### config.mk
export PLATFORM = sky130hd
export DESIGN_NAME = pc_sequencer
export DESIGN_NICKNAME = d
export VERILOG_FILES = /design/src/rtl/pc_sequencer.sv
export SDC_FILE = /design/constraint.sdc
export NUM_CORES = 1
export LEC_CHECK = 0
export ABC_AREA = 1
export CORE_MARGIN = 5
export CORE_UTILIZATION = 35
export CTS_BUF_LIST = sky130_fd_sc_hd__clkbuf_2
export DETAILED_ROUTE_END_ITERATION = 8
export DONT_BUFFER_PORTS = 1
export GPL_TIMING_DRIVEN = 1
export SLEW_MARGIN = 5
export SYNTH_ARGS = -nofsm -noshare
export SYNTH_HDL_FRONTEND = slang
export SYNTH_SLANG_ARGS = --single-unit
### constraint.sdc
create_clock -name clock -period 5.3 [get_ports clock]
set_input_delay 1.06 -clock clock [delete_from_list [all_inputs] [get_ports clock]]
set_output_delay 1.06 -clock clock [all_outputs]
set_load 0.05 [all_outputs]
### src/rtl/pc_sequencer.sv
// pc_sequencer: program counter with increment, absolute jump, relative
// branch and an optional return-address stack for call/ret.
// All state changes on the falling edge of clock; resetN is asynchronous.
// Optional feature macro: PC_SEQUENCER_STACK_EN (enables the call/ret stack).
module pc_sequencer #(
  parameter int WIDTH       = 16,
  parameter int RESET_ADDR  = 4,
  parameter int STACK_DEPTH = 4
) (
  input  logic             clock,
  input  logic             resetN,
  input  logic             stall,
  input  logic             incr_pc,
  input  logic             load,
  input  logic             rel,
  input  logic             call,
  input  logic             ret,
  input  logic [WIDTH-1:0] in,
  input  logic [WIDTH-1:0] offset,
  output logic [WIDTH-1:0] out,
  output logic             stack_full,
  output logic             stack_empty,
  output logic             stack_err
);

  localparam logic [WIDTH-1:0] RST_PC = WIDTH'(RESET_ADDR);

  logic [WIDTH-1:0] pc_reg;
  logic [WIDTH-1:0] pc_next;
  logic [WIDTH-1:0] pc_plus1;
  logic [WIDTH-1:0] pc_rel;

  // Both adders wrap naturally at 2^WIDTH.
  assign pc_plus1 = pc_reg + WIDTH'(1);
  assign pc_rel   = pc_reg + offset;
  assign out      = pc_reg;

`ifdef PC_SEQUENCER_STACK_EN

  localparam int DW = $clog2(STACK_DEPTH + 1);
  localparam int AW = (STACK_DEPTH > 1) ? $clog2(STACK_DEPTH) : 1;
  localparam logic [DW-1:0] FULL_CNT = DW'(STACK_DEPTH);

  logic [DW-1:0]    depth_reg;
  logic [DW-1:0]    depth_next;
  logic             err_reg;
  logic             err_next;
  logic             push;
  logic [AW-1:0]    wr_idx;
  logic [AW-1:0]    top_idx;
  logic [WIDTH-1:0] top_val;
  logic [WIDTH-1:0] stack_mem [STACK_DEPTH];

  // Write slot is the current depth; top entry sits one below it.
  assign wr_idx  = depth_reg[AW-1:0];
  assign top_idx = AW'(depth_reg - DW'(1));
  // Unregistered read so ret lands the return address on the same edge.
  assign top_val = stack_mem[top_idx];

  assign stack_full  = (depth_reg == FULL_CNT);
  assign stack_empty = (depth_reg == '0);
  assign stack_err   = err_reg;

  // Priority decode: stall > ret > call > load > rel > incr_pc, else hold.
  always_comb begin
    pc_next    = pc_reg;
    depth_next = depth_reg;
    err_next   = err_reg;
    push       = 1'b0;
    if (!stall) begin
      if (ret) begin
        if (stack_empty) begin
          err_next = 1'b1;
        end else begin
          pc_next    = top_val;
          depth_next = depth_reg - DW'(1);
        end
      end else if (call) begin
        if (stack_full) begin
          err_next = 1'b1;
        end else begin
          push       = 1'b1;
          pc_next    = in;
          depth_next = depth_reg + DW'(1);
        end
      end else if (load) begin
        pc_next = in;
      end else if (rel) begin
        pc_next = pc_rel;
      end else if (incr_pc) begin
        pc_next = pc_plus1;
      end
    end
  end

  // PC, depth and sticky error register; reset abandons any pending op.
  always_ff @(negedge clock or negedge resetN) begin
    if (!resetN) begin
      pc_reg    <= RST_PC;
      depth_reg <= '0;
      err_reg   <= 1'b0;
    end else begin
      pc_reg    <= pc_next;
      depth_reg <= depth_next;
      err_reg   <= err_next;
    end
  end

  // Stack storage: contents are never cleared, only depth gates visibility.
  always_ff @(negedge clock) begin
    if (push) begin
      stack_mem[wr_idx] <= pc_plus1;
    end
  end

`else

  logic unused_ret;

  // Without a stack, ret carries no meaning.
  assign unused_ret  = ret;
  assign stack_full  = 1'b0;
  assign stack_empty = 1'b1;
  assign stack_err   = 1'b0;

  // Priority decode without a stack: call degenerates to an absolute jump.
  always_comb begin
    pc_next = pc_reg;
    if (!stall) begin
      if (call || load) begin
        pc_next = in;
      end else if (rel) begin
        pc_next = pc_rel;
      end else if (incr_pc) begin
        pc_next = pc_plus1;
      end
    end
  end

  // PC register.
  always_ff @(negedge clock or negedge resetN) begin
    if (!resetN) begin
      pc_reg <= RST_PC;
    end else begin
      pc_reg <= pc_next;
    end
  end

`endif

endmodule

==> summary.md <==
| Metric | Value |
|---|---|
| Vias in the first global route | `around 1800` |
| Initial Utilization | `36.5%` |
| Hold Vio Cnt, Final | `0` |
| Worst Hold Depth | `2` |
| CP most frequent cell | `nand2_1` |
| Yosys warns | `0` |
| Arr. time, crit path | `2530 ps` |
| CP max FO | `16` |
| CTS Sinks | `16` |
| Simple-gate share of the synthesized area | `43.7%` |
| Placer Congestion | `0.797` |
| Synth cell types | `31` |
| Cts hold-fix bufs | `0` |
| Final Util | `38.5%` |
| Max-slew violations | `0` |
| Routed wire length per instance | `12.1 um` |
| Max reg flops | `16` |
| CTS root buffer | `clkbuf_2` |
| Final setup violation count | `0` |
| Worst-path cell chain | `inv_2 -> or2_4 -> ha_4 -> fa_2 -> nand2_1 -> nand2_1 -> nand3b_1 -> nand2_2 -> nand2_1 -> nand2_1 -> nand2_1 -> nand3_1 -> nand2_1 -> nand2_1` |
| Placement Setup Slack | `-35.3 ps` |
| NumNets Final | `378` |
| Gr ovfl total | `0` |
| Hold EP | `out[2]` |
| FF-to-FF End | `out[13]` |
| Io pins | `59` |
| Hold Crit Class | `reg2reg` |
| WP data required | `2820 ps` |
| Worst-path clk slew | `130 ps` |
| Worst path slowest cell | `fa_2` |
| Hold path start | `out[2]` |
| Commonest non-fill, non-tap cells in the layout | `nand2_1 (123), inv_1 (51), nor2_1 (30), nand3_1 (21), dfrtn_1 (15)` |
| DIE AREA | `0.00696 sq mm` |
| Residual DRC count | `0` |
| DR pass1 iterations | `4` |
| Reg2reg start | `out[12]` |
| Number of synthesized register bits | `16` |
| Unrepaired setup endpoints after global routing | `false` |
| Most common cell after layout, fill and taps aside | `nand2_1` |
| R2R Setup Slk | `between 3000 and 4000 ps` |
| Die width | `around 83 um` |
| Post-synthesis compound-gate area fraction | `6.43%` |
| XOR/XNOR Fraction of Synth Area | `under 10%` |
| Worst-Skew Late Latency | `390 ps` |
| VDD IR-drop max | `just over 70 uV` |
| Avg Vias per Cell | `between 4 and 5` |
| Crit Path Class | `in2reg` |
| Post-cts sizing count | `0` |
| Final setup margin | `298 ps` |
| Synth Area in Adders | `between 10 and 15%` |
| Post-Syn Area | `0.00189 sq mm` |
| Startpoint types | `input port` |
| Num rows | `26` |
| Register area share after synthesis | `21.3%` |
| Post-CTS Setup Bufs | `0` |
| Reg2Reg Depth | `11` |
| Total CTS buffers | `3` |
| Main combinational cell family by area after synthesis | `simple AND/OR/NAND/NOR gates` |
| Max-Slew Margin vs Limit | `between 60% and 70%` |
| Mux contribution to synthesized area | `0%` |
| Pwr/cell area | `254 mW/mm^2` |
| CP endpoint kind | `register` |
| DRT antenna net count | `0` |
| Area Growth Syn to Fin | `5.50%` |
| Slew at the pin closest to its max-slew limit | `584 ps` |
| Synthesized area per cell | `5.88 sq um` |
| H-Tree Depth | `1` |
| Post-Syn Instances | `321` |
| Largest net degree at the start of global routing | `23` |
| Final HPWL DP | `3790 um` |
| Core ar. | `0.00517 sq mm` |
| Run status | `finished, final reports clean` |
| Skew final | `98.9 ps` |
| Layout cells sized above 1 | `11.8%` |
| Die height | `83.4 um` |
| CTS tree | `built` |
| First-pass GRT wire length | `8080 um` |
| Leak | `0.00119 uW` |
| Vias | `1777` |
| GRT Overall Usage | `13.9%` |
| DR iter-0 viols | `93` |
| Max_cap viols | `0` |
| Buffers added on ports | `0` |
| CP peak stage delay | `340 ps` |
| Initial antenna violation count | `0` |
| Final Routed Wirelength | `4750 um` |
| N_diodes | `0` |
| CTS max path bufs | `2` |
per-stage QoR:
stage	cell area (sq um)	power [uW]	setup TNS, ps	hold slack, ps	cells
after floorplan	1920	401	-33.6	587	322
after global placement	1970	437	-63.2	607	387
after detailed placement	1970	441	-72.2	609	387
after CTS	1990	512	0	617	391
after global routing	1990	550	0	643	391
final	1990	507	0	614	391
metal layers:
| metal | track usage, % | vias to the layer above | share of wire [%] |
|---|---|---|---|
| met5 | 0 | - | 0 |
| met4 | 4.97 | 0 | 0.27 |
| met3 | 2.28 | 2 | 3.4 |
| met2 | 22.2 | 36 | 46 |
| met1 | 18.7 | 778 | 50 |
| li1 | - | 961 | - |
logic make-up after synthesis:
family	count (synthesis)
buffers and inverters	69
xor gates and xnor gates	4
AOI/OAI and AO/OA	20
adders and majority gates	16
and+or+nand+nor	194
DFF	16
other	2
layout make-up:
| type | count | area (sq um) |
|---|---|---|
| fillers | 593 | 3180 |
| multi-input cells | 237 | 1220 |
| flip-flops and latches | 16 | 402 |
| inverters | 57 | 214 |
| well taps | 70 | 87.6 |
| repair buffers | 6 | 45.0 |
| clock buffers | 3 | 15.0 |
| clock inverters | 2 | 7.51 |
how the worst max path moves through the flow:
stage	cells after the start	to	from	slack, ps
after CTS	14	out[14]	rel	300
after global placement	14	out[14]	rel	-30
final	14	out[14]	rel	300
after detailed placement	14	out[14]	rel	-40
after floorplan	14	out[8]	rel	-30
after global routing	14	out[14]	rel	170
cells in the mapped netlist, drive strengths merged:
| library cell | count | area [sq um] |
|---|---|---|
| conb | 2 | 7.51 |
| or2 | 4 | 27.5 |
| fa | 1 | 20.0 |
| nand4 | 1 | 6.26 |
| nand2 | 130 | 505 |
| nand3 | 22 | 115 |
| buf | 10 | 67.6 |
| ha | 15 | 188 |
| o211ai | 3 | 22.5 |
| a31oi | 3 | 25.0 |
| and2 | 1 | 8.76 |
| nor2 | 31 | 116 |
| nand3b | 2 | 15.0 |
| a21oi | 10 | 53.8 |
| inv | 58 | 218 |
| dfrtn | 15 | 375 |
| xor2 | 2 | 17.5 |
| dfstp | 1 | 26.3 |
| clkbuf | 1 | 3.75 |
| xnor2 | 2 | 17.5 |
| nor3 | 3 | 30.0 |
| o21ai | 4 | 20.0 |
report_power, final:
group / switching [uW] / leakage [uW] / internal (uW)
clock: 54.6 / 0.0000220 / 17.8
combinational: 128 / 0.000982 / 82.0
sequential: 82.7 / 0.000189 / 141
worst max-delay path: cells and delay by family:
kind                       cells  cell delay [ps]
adders and majority gates      2              500
buffers and inverters          1               20
and+or+nand+nor               11              950
No activity file was read; power rests on OpenSTA's default activity.
